--- src/rtl/ctmm_pkg.sv ---
// Shared types for the CTMM capability machine.
// Fault codes, capability register layout and the mSave request bundle.
package ctmm_pkg;

  typedef enum logic [2:0] {
    FAULT_NONE    = 3'd0,
    FAULT_PERM    = 3'd1,
    FAULT_BOUNDS  = 3'd2,
    FAULT_TYPE    = 3'd3,
    FAULT_TIMEOUT = 3'd4
  } fault_type_t;

  typedef struct packed {
    logic [31:0] base;
    logic [15:0] length;
    logic [7:0]  perms;
    logic [7:0]  otype;
  } capability_reg_t;

  typedef struct packed {
    capability_reg_t dst_cap;
    logic [63:0]     src_gt;
    logic [7:0]      index;
    logic            lock;
  } msave_req_t;

  typedef enum logic [1:0] {
    S_IDLE  = 2'd0,
    S_ISSUE = 2'd1,
    S_WAIT  = 2'd2,
    S_RESP  = 2'd3
  } sched_state_t;

endpackage

--- src/rtl/ctmm_msave_sched_if.sv ---
// Handshake and operand bundle between the scheduler and the mSave routine.
// master = scheduler side, slave = mSave side.
interface ctmm_msave_sched_if
  import ctmm_pkg::*;
();

  logic            ms_start;
  capability_reg_t ms_dst_cap;
  logic [63:0]     ms_src_gt;
  logic [7:0]      ms_index;
  logic            ms_busy;
  logic            ms_done;
  logic            ms_fault;
  fault_type_t     ms_fault_type;

  modport master (
    output ms_start, ms_dst_cap, ms_src_gt, ms_index,
    input  ms_busy, ms_done, ms_fault, ms_fault_type
  );

  modport slave (
    input  ms_start, ms_dst_cap, ms_src_gt, ms_index,
    output ms_busy, ms_done, ms_fault, ms_fault_type
  );

endinterface

--- src/rtl/ctmm_rr_arbiter.sv ---
// Combinational round-robin pick: first set request at or above ptr,
// wrapping, returned as a one-hot grant plus its index.
module ctmm_rr_arbiter #(
  parameter int N   = 2,
  parameter int IDW = 1
) (
  input  logic [N-1:0]   req,
  input  logic [IDW-1:0] ptr,
  output logic [N-1:0]   grant,
  output logic [IDW-1:0] id,
  output logic           any
);

  int             s;
  logic [IDW-1:0] k;

  always_comb begin
    grant = '0;
    id    = '0;
    any   = 1'b0;
    s     = 0;
    k     = '0;
    for (int i = 0; i < N; i++) begin
      s = int'(ptr) + i;
      if (s >= N) s = s - N;
      k = IDW'(s);
      if (!any && req[k]) begin
        any      = 1'b1;
        grant[k] = 1'b1;
        id       = k;
      end
    end
  end

endmodule

--- src/rtl/ctmm_msave_sched.sv ---
// Round-robin scheduler sharing the mSave micro-routine between requesters,
// with locked bursts and an mSave watchdog.
module ctmm_msave_sched
  import ctmm_pkg::*;
#(
  parameter int NUM_REQ     = 2,
  parameter int TIMEOUT_CYC = 64,
  parameter int ID_W        = (NUM_REQ > 1) ? $clog2(NUM_REQ) : 1
) (
  input  logic                   clk,
  input  logic                   rst_n,
  input  logic [NUM_REQ-1:0]     req_valid,
  input  logic [NUM_REQ-1:0]     req_lock,
  input  capability_reg_t        req_dst_cap [NUM_REQ],
  input  logic [63:0]            req_src_gt  [NUM_REQ],
  input  logic [7:0]             req_index   [NUM_REQ],
  output logic [NUM_REQ-1:0]     req_ready,
  output logic                   rsp_done,
  output logic                   rsp_fault,
  output logic [ID_W-1:0]        rsp_id,
  output fault_type_t            rsp_fault_type,
  ctmm_msave_sched_if.master     ms
);

  localparam int WD_W = $clog2(TIMEOUT_CYC + 1);

  sched_state_t       state, state_nxt;
  msave_req_t         cur;
  logic [ID_W-1:0]    cur_id;
  logic [ID_W-1:0]    rr_ptr;
  logic [ID_W-1:0]    lock_owner;
  logic               lock_active;
  logic               res_fault;
  fault_type_t        res_type;
  logic [WD_W-1:0]    wdog;
  logic [NUM_REQ-1:0] eligible;
  logic [NUM_REQ-1:0] win_gnt;
  logic [ID_W-1:0]    win_id;
  logic               win_any;
  logic               grant_go;
  logic               start;
  logic               wd_expire;

  assign eligible = lock_active
                  ? (req_valid & (NUM_REQ'(1) << lock_owner))
                  : req_valid;

  ctmm_rr_arbiter #(
    .N   (NUM_REQ),
    .IDW (ID_W)
  ) u_arb (
    .req   (eligible),
    .ptr   (rr_ptr),
    .grant (win_gnt),
    .id    (win_id),
    .any   (win_any)
  );

  assign wd_expire     = (wdog == WD_W'(TIMEOUT_CYC - 1));
  assign ms.ms_start   = start;
  assign ms.ms_dst_cap = cur.dst_cap;
  assign ms.ms_src_gt  = cur.src_gt;
  assign ms.ms_index   = cur.index;

  always_comb begin
    state_nxt      = state;
    req_ready      = '0;
    grant_go       = 1'b0;
    start          = 1'b0;
    rsp_done       = 1'b0;
    rsp_fault      = 1'b0;
    rsp_id         = '0;
    rsp_fault_type = FAULT_NONE;
    unique case (state)
      S_IDLE: begin
        // rst_n gate keeps the accept pulse quiet while held in reset
        if (win_any && !ms.ms_busy && rst_n) begin
          grant_go  = 1'b1;
          req_ready = win_gnt;
          state_nxt = S_ISSUE;
        end
      end
      S_ISSUE: begin
        start     = 1'b1;
        state_nxt = S_WAIT;
      end
      S_WAIT: begin
        if (ms.ms_done || ms.ms_fault || wd_expire)
          state_nxt = S_RESP;
      end
      S_RESP: begin
        rsp_done       = !res_fault;
        rsp_fault      = res_fault;
        rsp_id         = cur_id;
        rsp_fault_type = res_type;
        state_nxt      = S_IDLE;
      end
      default: state_nxt = S_IDLE;
    endcase
  end

  always_ff @(posedge clk or negedge rst_n) begin
    if (!rst_n) begin
      state       <= S_IDLE;
      cur         <= '0;
      cur_id      <= '0;
      rr_ptr      <= '0;
      lock_owner  <= '0;
      lock_active <= 1'b0;
      res_fault   <= 1'b0;
      res_type    <= FAULT_NONE;
      wdog        <= '0;
    end else begin
      state <= state_nxt;
      if (grant_go) begin
        cur <= '{dst_cap: req_dst_cap[win_id],
                 src_gt:  req_src_gt[win_id],
                 index:   req_index[win_id],
                 lock:    req_lock[win_id]};
        cur_id <= win_id;
      end
      if (state == S_IDLE && lock_active &&
          !req_valid[lock_owner] && !req_lock[lock_owner])
        lock_active <= 1'b0;
      if (state == S_ISSUE)
        wdog <= '0;
      if (state == S_WAIT) begin
        wdog <= wdog + WD_W'(1);
        // fault outranks a simultaneous done
        if (ms.ms_fault) begin
          res_fault <= 1'b1;
          res_type  <= ms.ms_fault_type;
        end else if (ms.ms_done) begin
          res_fault <= 1'b0;
          res_type  <= FAULT_NONE;
        end else if (wd_expire) begin
          res_fault <= 1'b1;
          res_type  <= FAULT_TIMEOUT;
        end
      end
      if (state == S_RESP) begin
        rr_ptr      <= (cur_id == ID_W'(NUM_REQ - 1))
                     ? '0 : cur_id + ID_W'(1);
        lock_active <= cur.lock && !res_fault;
        lock_owner  <= cur_id;
      end
    end
  end

endmodule

--- src/flat_wrapper.sv ---
// flat-port wrapper written by rule: the top's interface ports become plain ports
module ctmm_msave_sched_flat import ctmm_pkg::*;
#(
  parameter int NUM_REQ     = 2,
  parameter int TIMEOUT_CYC = 64,
  parameter int ID_W        = (NUM_REQ > 1) ? $clog2(NUM_REQ) : 1
)
  (clk, rst_n, req_valid, req_lock, req_dst_cap, req_src_gt, req_index, req_ready, rsp_done, rsp_fault, rsp_id, rsp_fault_type, ms_ms_start, ms_ms_dst_cap, ms_ms_src_gt, ms_ms_index, ms_ms_busy, ms_ms_done, ms_ms_fault, ms_ms_fault_type);
  ctmm_msave_sched_if ms_i ();
  input  logic clk;
  input  logic rst_n;
  input  logic [NUM_REQ-1:0] req_valid;
  input  logic [NUM_REQ-1:0] req_lock;
  input  capability_reg_t req_dst_cap[NUM_REQ];
  input  logic [63:0] req_src_gt[NUM_REQ];
  input  logic [7:0] req_index[NUM_REQ];
  output logic [NUM_REQ-1:0] req_ready;
  output logic rsp_done;
  output logic rsp_fault;
  output logic [ID_W-1:0] rsp_id;
  output fault_type_t rsp_fault_type;
  output wire logic [$bits(ms_i.ms_start)-1:0] ms_ms_start;
  output wire logic [$bits(ms_i.ms_dst_cap)-1:0] ms_ms_dst_cap;
  output wire logic [$bits(ms_i.ms_src_gt)-1:0] ms_ms_src_gt;
  output wire logic [$bits(ms_i.ms_index)-1:0] ms_ms_index;
  input wire logic [$bits(ms_i.ms_busy)-1:0] ms_ms_busy;
  input wire logic [$bits(ms_i.ms_done)-1:0] ms_ms_done;
  input wire logic [$bits(ms_i.ms_fault)-1:0] ms_ms_fault;
  input wire logic [$bits(ms_i.ms_fault_type)-1:0] ms_ms_fault_type;
  assign ms_ms_start = ms_i.ms_start;
  assign ms_ms_dst_cap = ms_i.ms_dst_cap;
  assign ms_ms_src_gt = ms_i.ms_src_gt;
  assign ms_ms_index = ms_i.ms_index;
  assign ms_i.ms_busy = ms_ms_busy;
  assign ms_i.ms_done = ms_ms_done;
  assign ms_i.ms_fault = ms_ms_fault;
  assign ms_i.ms_fault_type = ms_ms_fault_type;
  ctmm_msave_sched #(.NUM_REQ(NUM_REQ), .TIMEOUT_CYC(TIMEOUT_CYC), .ID_W(ID_W)) u_core (.clk(clk), .rst_n(rst_n), .req_valid(req_valid), .req_lock(req_lock), .req_dst_cap(req_dst_cap), .req_src_gt(req_src_gt), .req_index(req_index), .req_ready(req_ready), .rsp_done(rsp_done), .rsp_fault(rsp_fault), .rsp_id(rsp_id), .rsp_fault_type(rsp_fault_type), .ms(ms_i));
endmodule
--- config.mk ---
export PLATFORM = sky130hd
export DESIGN_NAME = ctmm_msave_sched_flat
export DESIGN_NICKNAME = d
export VERILOG_FILES = /design/src/rtl/ctmm_pkg.sv /design/src/rtl/ctmm_msave_sched_if.sv /design/src/rtl/ctmm_rr_arbiter.sv /design/src/rtl/ctmm_msave_sched.sv /design/src/flat_wrapper.sv
export SDC_FILE = /design/constraint.sdc
export NUM_CORES = 1
export LEC_CHECK = 0
export BUFFER_PORTS_ARGS = -buffer_cell sky130_fd_sc_hd__buf_2
export CORE_AREA = 3 3 165 167
export DETAILED_ROUTE_END_ITERATION = 6
export DIE_AREA = 0 0 168 170
export SETUP_SLACK_MARGIN = 0.15
export SLEW_MARGIN = 10
export SYNTH_ARGS = -nofsm -noshare
export SYNTH_HDL_FRONTEND = slang
export SYNTH_HIERARCHICAL = 1
export SYNTH_SLANG_ARGS = --single-unit
--- constraint.sdc ---
create_clock -name clk -period 1.9 [get_ports clk]
set_input_delay 0.19 -clock clk [delete_from_list [all_inputs] [get_ports clk]]
set_output_delay 0.19 -clock clk [all_outputs]
set_load 0.05 [all_outputs]
[After elaboration in Yosys (flattened, before gate mapping)]
Index checks and enable logic that the tools add are counted.
Storage, ports and cells
  output and inout port bits: 145
  bits in read-only memories: 0
  latch bits: 0
  flip-flop bits (word level): 154
  input port bits: 284
  memories: 0
  memory bits (writable): 0
  word-level logic and storage cells: 116
Operators by class
  divide/modulo/power cells: 0
  equal/unequal tests: 6
  $add $sub $neg: 5
  bitwise operators: 3
  shift-type cells: 1
  $mul: 0
  multiplexer cells: 55
  order comparisons: 9
  reductions and logical operators: 22
Operator list (count)
  $mux W64: 6
  $mux W1: 30
  $mux W8: 3
  $mux W2: 7
  $mux W7: 2
  $mux W3: 4
  $logic_and A1 B1 Y1: 9
  $lt A1 B2 Y1 const B: 4
  $pmux W2 S4: 1
  $add A7 B1 Y7 const B: 1
  $eq A7 B6 Y1 const B: 1
  $logic_not A1 Y1: 5
  $eq A2 B2 Y1 const B: 2
  $ge A2 B2 Y1 const B: 2
  $ne A2 B1 Y1 const B: 2
  $reduce_and A2 Y1: 2
  $reduce_bool A2 Y1: 2
  $reduce_bool A3 Y1: 1
  $add A1 B1 Y2 const B: 1
  $and A2 B2 Y2: 1
  $demux W1 S1: 2
  $eq A2 B1 Y1 const B: 1
  $ge A1 B1 Y1 const B: 2
  $ge A1 B2 Y1 const B: 1
  other kinds (7): 9

[Depth between registers and ports, before layout]
Gate-level depths: netlist of run 1.
  depth after elaboration: 13
  gate-level depth with buffers: 10
  depth with buffers taken out: 6

[Hierarchy]
Netlist of run 1, hierarchy kept.
By module, submodules not included
  ctmm_msave_sched: seq. area each 3853.7 µm², cells an instance 843, instances 1, area each 8315.5 µm²
  ctmm_rr_arbiter: seq. area each 0.0 µm², cells an instance 5, instances 1, area each 32.5 µm²

[Worst setup path after synthesis of run 1]
No wires, ideal clock.
  kind: reg-to-reg
  start point: register u_core.lock_owner
  end point: register u_core.cur, in the netlist u_core/ms.ms_src_gt[43]
  cell stages (with the launch flop): 9
  period minus slack after synthesis: 1801 ps
  arrival time: 1668 ps
  library setup time: 133 ps
  path slack: 99 ps
  buffers on the path: 3
  required time: 1767 ps
  path through: dfrtp_1 -> inv_1 -> a21boi_0 -> a21boi_0 -> clkbuf_1 -> buf_4 -> buf_2 -> mux2i_1 -> o21ai_0
Between the ends
  cells in the longest elaborated chain, start to end: 13
  elaborated cells on any way between the ends: 21
  those cells by class: shift (1); mux (14); bitwise (2); reduce/logical (4)
Ends and longest elaborated chain
  start, declared: RTL line ctmm_msave_sched.sv:31  | logic [ID_W-1:0] lock_owner;
  start signal, assigned: RTL line ctmm_msave_sched.sv:145  | lock_owner <= cur_id;
  $shl A1 B1 Y2 (*): RTL line ctmm_msave_sched.sv:45  | ? (req_valid & (NUM_REQ'(1) << lock_owner))
  $and A2 B2 Y2 (*): RTL line ctmm_msave_sched.sv:45
  $mux W2 (*): RTL line ctmm_msave_sched.sv:45
  named net u_core.eligible[1]: RTL line ctmm_msave_sched.sv:36  | logic [NUM_REQ-1:0] eligible;
  $mux W1 (not written as such) (2 in a row): RTL line ctmm_rr_arbiter.sv:27  | if (!any && req[k]) begin
  $mux W1: RTL line ctmm_rr_arbiter.sv:27
  $logic_not A1 Y1: RTL line ctmm_rr_arbiter.sv:27
  $logic_and A1 B1 Y1: RTL line ctmm_rr_arbiter.sv:27
  $mux W1 (*): RTL line ctmm_rr_arbiter.sv:27
  named net u_core.win_id: RTL line ctmm_msave_sched.sv:38  | logic [ID_W-1:0] win_id;
  $not A1 Y2 (not written as such) (*): RTL line ctmm_msave_sched.sv:117  | src_gt: req_src_gt[win_id],
  $mux W64 (not written as such) (*) (3 in a row): RTL line ctmm_msave_sched.sv:117
  end signal, assigned: RTL line ctmm_msave_sched.sv:116  | cur <= '{dst_cap: req_dst_cap[win_id],
  end, declared: RTL line ctmm_msave_sched.sv:28  | msave_req_t cur;
Mark *: on every way through the listed nets, which the timed path passes. The rest lies on a longest branch. The select of a mux whose other input is x is not followed.
A chain may end at the register's enable or synchronous reset.

[Worst setup path in the final report of run 1]
  start point: register u_core.lock_owner
  end point: output port req_ready[1]
Between the ends
  cells in the longest elaborated chain, start to end: 13
  elaborated cells on any way between the ends: 18
  those cells by class: shift (1); mux (11); bitwise (2); reduce/logical (4)
Ends and longest elaborated chain
  $shl A1 B1 Y2 (*): RTL line ctmm_msave_sched.sv:45
  $and A2 B2 Y2 (*): RTL line ctmm_msave_sched.sv:45
  $mux W2 (*): RTL line ctmm_msave_sched.sv:45
  named net u_core.eligible[1]: RTL line ctmm_msave_sched.sv:36
  $mux W1 (not written as such) (2 in a row): RTL line ctmm_rr_arbiter.sv:27
  $mux W1: RTL line ctmm_rr_arbiter.sv:27
  $logic_not A1 Y1: RTL line ctmm_rr_arbiter.sv:27
  $logic_and A1 B1 Y1: RTL line ctmm_rr_arbiter.sv:27
  $mux W1 (*): RTL line ctmm_rr_arbiter.sv:27
  named net u_core.win_any: RTL line ctmm_msave_sched.sv:39  | logic win_any;
  $logic_and A1 B1 Y1 (*) (2 in a row): RTL line ctmm_msave_sched.sv:77  | if (win_any && !ms.ms_busy && rst_n) begin
  $mux W2 (*): RTL line ctmm_msave_sched.sv:77
  $mux W2 (*): RTL line ctmm_msave_sched.sv:74  | unique case (state)
  end, declared: RTL line flat_wrapper.sv:17  | output logic [NUM_REQ-1:0] req_ready;
Marks and branches as above.

==> results.toml, run 1 <==
[status]
outcome = "finished, violations left"
failed_checks = "setup timing"

[setup_path]
critical_path.top_delay_family = "simple AND/OR/NAND/NOR gates"
crit_chain = "inv_1 -> a21boi_2 -> or2_4 -> and3b_2 -> and3_4 -> buf_8"
crit_path_end_kind = "output port"
cpMaxStageDelayCell = "dfrtp_1"
cp_num_cells = 6
crit-reg2reg-launch = "u_core/lock_owner"
cp.arrival_ns = 1.77
worstSetupStartpoint = "u_core/lock_owner"
worstSetupStartpointType = "flip-flop"
worst-endpoint-required_ns = 1.71
ff2ff_setup_slack_ns = -0.03
timing.reg2reg.worst_path_depth = 11
critPathBufInv = 2
crit_path_max_fanout = 4
cp_slowest_stage_delay_ns = 0.39
critPathKind = "reg -> out"

[global_route]
initial_antenna_violation_count = 0
grt-ovfl-total = 0
vias_in_the_first_global_route = 7040
grt_usage_pct = 17.19
grt_max_degree = 77
grt_pass1_wl_um = 38570

[power_and_ir_drop]
clkPwrFrac_pct = 13.9
design_power_total_w = 0.02326
power.leakage_nw = 6.491
switching_share_pct = 51.35
power_frac_comb_pct = 60.3
seqPwrFrac_pct = 25.8
cellInternalPower_w = 0.01132
vdd_ir_drop_max_mv = 0.9923
power_switching_w = 0.01194
cellPowerDensity_nw_per_um2 = 1814

[drt]
drt-wirelength-per-cell_um = 19.06
drt.antenna.violating_nets = 0
drt_first_pass_iters = 5
detailedRoute.firstIterationViolations = 349
remaining_drc_errors = 0
route.vias.total = 7399
wl_um = 29850
dr_vias_cell = 4.725

[finish]
nFillCells = 2408
antenna_cells = 0
postLayoutCellArea_um2 = 12820
area.growth.synth_to_final_pct = 53.60
num-nets-final = 1508
drive_above_1_share_pct = 60.36

[synthesis]
yosys_register_bits = 154
synth_top_area_share_pct = 46.16
syn_avg_cell_area_um2 = 9.844
yosys-top-cells-area = "dfrtp_1 46%, mux2i_1 17%, buf_4 12%, o21ai_0 8.8%, nand2_1 6.3%"
synth-seq-area-share_pct = 46.16
syn-num-nets = 1138
synth.yosys.warnings = 6
postSynthCellCount = 848
synth.cell_area_um2 = 8348
synth-async-reset-ratio_pct = 100.0
yosysUniqueCellTypes = 37
synth_edf_count = 0
compound_gate_fraction_of_synth_area_pct = 11.06
dominant_combinational_cell_family_by_area_after_synthesis = "multiplexers"
post_synth_most_frequent_cells = "154 x dfrtp_1, 146 x o21ai_0, 141 x nand2_1"
synth.area.mux_share_pct = 16.73
synthMostInstantiatedCell = "dfrtp_1"
postSynth.topFlopCell = "dfrtp_1"
synth_xor_area_share_pct = 0
synth.largest_area_cell = "dfrtp_1"
synthSimpleGateAreaFrac_pct = 9.203
adder_and_majority_cell_fraction_of_the_synthesized_area_pct = 0.8993

[timing]
final.setup.tns_ns = -0.7397
setup_viol = 49
worst_pin_slew_ns = 0.9000
maxSlewHeadroom_pct = 40.00
timing.final.max_slew_violations = 0
setup_repair_after_global_routing_missed_its_margin = "yes"
period_needed_ns = 1.957
fin_ws_ns = -0.05690
worst_setup_skew_after_layout_ns = 0.01319
clock.fmax_mhz = 511.0
final_min_period_over_clock_period_pct = 103.0
timing.final.hold_violations = 0
fin_hold_ws_ns = 0.03825

[clock_network]
cts_max_path_buffers = 2
cts_made_buffers = 17
clock_sink_count = 154
tritoncts_clock_tree = "yes"
cts_root_cell = "clkbuf_16"
clk-insertion-delay-late_ns = 0.42
htree_num_levels = 4
clk_pin_slew_worst_paths_ns = 0.07

[placement]
finalWeightedCongestion = 0.7946
post_dp_cell_area_um2 = 10030
placement.io_buffers = 428
detailedPlacementHpwl_um = 18210

[floorplan]
floorplan.io_pins = 429
std_cell_rows = 59
fp.dieArea_um2 = 28560
initial_utilization_pct = 32.22
fp.dieH_um = 170
die_w_um = 168
total_core_area_um2 = 25910

[run]
timing.max_cap.violations = 0

[worst_hold_path]
holdPathStages = 3
worst_hold_path_type = "in -> reg"
holdCritStartpoint = "req_src_gt[81]"
-- per-layer routing --
layer	share of wire (%)	wire length [um]	up-vias	track usage (%)
met5	0	0	-	0
li1	-	-	3506	-
met2	50	15010	298	30.64
met3	7.1	2128	43	3.810
met1	40	12080	3552	21.22
met4	2.1	631	0	4.269
-- metrics by stage --
| stage | utilization [%] | std cells | worst slack [ns] |
|---|---|---|---|
| after floorplan | - | 848 | 0.1604 |
| after global placement | 38.72 | 1467 | 0.01218 |
| after detailed placement | 38.72 | 1467 | -0.0003385 |
| after CTS | 43.72 | 1523 | -0.05701 |
| after global routing | 49.49 | 1566 | -0.1483 |
| final | 49.49 | 1566 | -0.05690 |
-- final timing paths --
check                                          end
setup / recovery                      req_ready[1]
hold / removal             u_core/ms.ms_src_gt[17]
setup reg to reg           u_core/ms.ms_dst_cap[6]
hold reg to reg            u_core/ms.ms_src_gt[50]
max in group asynchronous  u_core/ms.ms_src_gt[50]
min in group asynchronous          u_core/state[1]
-- area by class of cell --
| class | count | area (um^2) | area share (%) |
|---|---|---|---|
| well taps | 335 | 419.2 | 3.269 |
| inverters | 12 | 45.04 | 0.3513 |
| multi-input cells | 497 | 3908 | 30.47 |
| clock inverters | 13 | 111.4 | 0.8685 |
| clock buffers | 19 | 442.9 | 3.454 |
| flip-flops and latches | 154 | 3855 | 30.06 |
| repair buffers | 536 | 4041 | 31.52 |
-- worst reg2reg max path: stages (launching register included) --
cell,delay [ns]
dfrtp_1,0.39
inv_1,0.07
a21boi_2,0.18
or2_4,0.16
buf_4,0.10
buf_6,0.09
nand4b_4,0.18
buf_6,0.20
buf_12,0.15
clkbuf_16,0.18
nand2_1,0.07
o21ai_1,0.05
-- timing repair --
item	in CTS	in global routing
gates cloned	8	32
resized for setup	201	243
setup buffers	15	11
endpoints found under the hold margin	85	0
setup endpoints to repair	137	146
hold buffers	1	0
pin swaps	43	48
-- registers in the layout, summed over array words and instances, names as in the netlist, 2 cells and up --
register / flops
u_core/wdog: 7
u_core/ms.ms_src_gt: 64
u_core/ms.ms_dst_cap: 64
u_core/state: 2
u_core/ms.ms_index: 8
u_core/res_type: 3
-- cell families (layout without fill, tap and decap cells) --
logic type | Yosys count | after routing
AND/OR/NAND/NOR | 180 | 180
AO/OA/AOI/OAI | 172 | 172
adder cells (fa/ha/maj) | 6 | 6
multiplexers | 139 | 139
flip-flops | 154 | 154
buffers and inverters | 197 | 580
-- power groups by stage --
| stage | clock network (W) | logic (W) | registers, W |
|---|---|---|---|
| finish | 0.00322 | 0.0140 | 0.00601 |
| floorplan | 0 | 0.0106 | 0.00558 |
| detailed placement | 0 | 0.0115 | 0.00582 |
| CTS | 0.00333 | 0.0127 | 0.00580 |
| global placement | 0 | 0.0114 | 0.00579 |
| global route | 0.00347 | 0.0148 | 0.00620 |
-- layout by cell type (no fill, tap or decap), drive strengths merged, types with 4 or more instances in the layout --
cell,n
inv,17
nand3,9
nand3b,4
mux2i,138
buf,514
clkinv,5
o21ai,150
ha,6
dfrtp,154
clkbuf,40
a21boi,7
nor2,7
nand2,141
Note: power is estimated with default switching activity, not from simulation.
==> inputs of run 2 (changes only) <==
Clock period 1.9 ns to 2.25 ns, I/O delays scaled along.
==> results.toml, run 2 (same netlist as run 1, synthesis figures left out) <==
[placement]
dp_cells = 1459
placement.io_buffers = 428
detailedPlacementHpwl_um = 17790
detailedPlace.worstSlack_ns = 0.2189
post_dp_cell_area_um2 = 10020
finalWeightedCongestion = 0.8511

[drt]
detailroute.wirelength.met3_um = 1597
route.vias.total = 6598
detailedRoute.firstIterationViolations = 275
met2RoutedLength_um = 11350
wl_um = 22590
drt.antenna.violating_nets = 0
remaining_drc_errors = 0
wl_met1_um = 9284
drt_first_pass_iters = 5
dr_vias_cell = 4.422
drt-wirelength-per-cell_um = 15.14
top_layer_used = "met4"

[floorplan]
total_core_area_um2 = 25910
std_cell_rows = 59
fp.dieH_um = 170
floorplan.io_pins = 429
fp.dieArea_um2 = 28560
die_w_um = 168
initial_utilization_pct = 32.22

[setup_path]
cpMaxStageDelayCell = "dfrtp_1"
worst-endpoint-required_ns = 2.03
crit_chain = "inv_1 -> a21boi_2 -> or2_4 -> and3b_2 -> and3_1 -> buf_6"
cp_slowest_stage_delay_ns = 0.41
cp.arrival_ns = 1.78
crit_path_end_kind = "output port"
worstSetupStartpointType = "flip-flop"
critPathBufInv = 2
crit_path_max_fanout = 4
critPathKind = "reg -> out"
critical_path.top_delay_family = "simple AND/OR/NAND/NOR gates"

[finish]
num-nets-final = 1436
drive_above_1_share_pct = 43.13
multi_input_area_um2 = 3194
mostFrequentLayoutCells = "425 x buf_2, 154 x dfrtp_1, 146 x o21ai_0"
ff_latch_area_um2 = 3854
fin_cells = 1492
commonest_non_fill_non_tap_cell_in_the_layout = "buf_2"
antenna_cells = 0
nFillCells = 2567
area.growth.synth_to_final_pct = 27.47
postLayoutCellArea_um2 = 10640

[global_route]
vias_in_the_first_global_route = 6575
grt_max_degree = 84
grt-ovfl-total = 0
initial_antenna_violation_count = 0
grt_usage_pct = 15.06
grt_pass1_wl_um = 34510

[timing]
fin_ws_ns = 0.2455
final_min_period_over_clock_period_pct = 89.09
worst_setup_skew_after_layout_ns = 0.009683
timing.final.hold_violations = 0
final.setup.tns_ns = 0
period_needed_ns = 2.005
worst_pin_slew_ns = 0.4607
setup_repair_after_global_routing_missed_its_margin = "no"
clock.fmax_mhz = 498.9
timing.final.max_slew_violations = 0
maxSlewHeadroom_pct = 69.28
setup_viol = 0

[clock_network]
clk-insertion-delay-late_ns = 0.42
cts_made_buffers = 17
cts_root_cell = "clkbuf_16"
clk_pin_slew_worst_paths_ns = 0.07
tritoncts_clock_tree = "yes"
htree_num_levels = 4
cts_max_path_buffers = 2
clock_sink_count = 154

[status]
outcome = "completed"

[worst_hold_path]
worst_hold_path_type = "in -> reg"

[power_and_ir_drop]
vdd_ir_drop_max_mv = 0.7875
cellPowerDensity_nw_per_um2 = 1619
power.leakage_nw = 5.649

[run]
timing.max_cap.violations = 0
[run 2: worst reg2reg max path, delay by kind of cell, from the launching register on]
kind	cells	cell delay (ns)
AO/OA/AOI/OAI	3	0.56
flip-flops	1	0.40
buffers and inverters	3	0.53
multiplexers	1	0.30
[run 2: worst paths after layout]
check                                          from                       end  slack [ns]  depth (start not counted)
max in group asynchronous                     rst_n   u_core/ms.ms_src_gt[45]        1.42                          3
max                               u_core/lock_owner              req_ready[0]        0.25                          6
min reg2reg                u_core/ms.ms_dst_cap[36]  u_core/ms.ms_dst_cap[36]        0.47                          2
min                                  req_src_gt[85]   u_core/ms.ms_src_gt[21]        0.09                          3
min in group asynchronous                     rst_n             u_core/rr_ptr        0.18                          2
max reg2reg                       u_core/lock_owner   u_core/ms.ms_src_gt[42]        0.35                          7
[run 2: through the flow]
step / hold slack [ns] / util [%] / power [W]
after floorplan: -0.07059 / - / 0.01368
after global placement: 0.03341 / 38.68 / 0.01438
after detailed placement: 0.03421 / 38.68 / 0.01451
after CTS: 0.05895 / 40.96 / 0.01742
after global routing: 0.06677 / 41.07 / 0.01825
final: 0.08880 / 41.07 / 0.01723
[run 2: metal layers]
| metal | GRT usage [%] | up-vias |
|---|---|---|
| met1 | 18.00 | 3002 |
| li1 | - | 3326 |
| met2 | 26.64 | 248 |
| met3 | 4.181 | 22 |
| met4 | 4.269 | 0 |
| met5 | 0 | - |
[run 2: final cells by class]
| class | count | share of cell area [%] |
|---|---|---|
| Clock buffer | 18 | 4.033 |
| Inverter | 12 | 0.4233 |
| Tap cell | 335 | 3.939 |
| Multi-Input combinational cell | 497 | 30.02 |
| Timing Repair Buffer | 464 | 24.04 |
| Sequential cell | 154 | 36.21 |
| Clock inverter | 12 | 1.329 |
[run 2: timing repair]
action	in CTS	in global routing
hold buffers	1	0
pin swaps	0	3
hold endpoints to repair	154	0
endpoints found under the setup margin	2	2
setup buffers	0	2
resized for setup	6	4
[run 2: where the power goes]
group	switching, W	leakage [nW]	internal (W)
clock	0.00119	0.262	0.00164
sequential	0.000734	1.93	0.00413
combinational	0.00705	3.45	0.00249
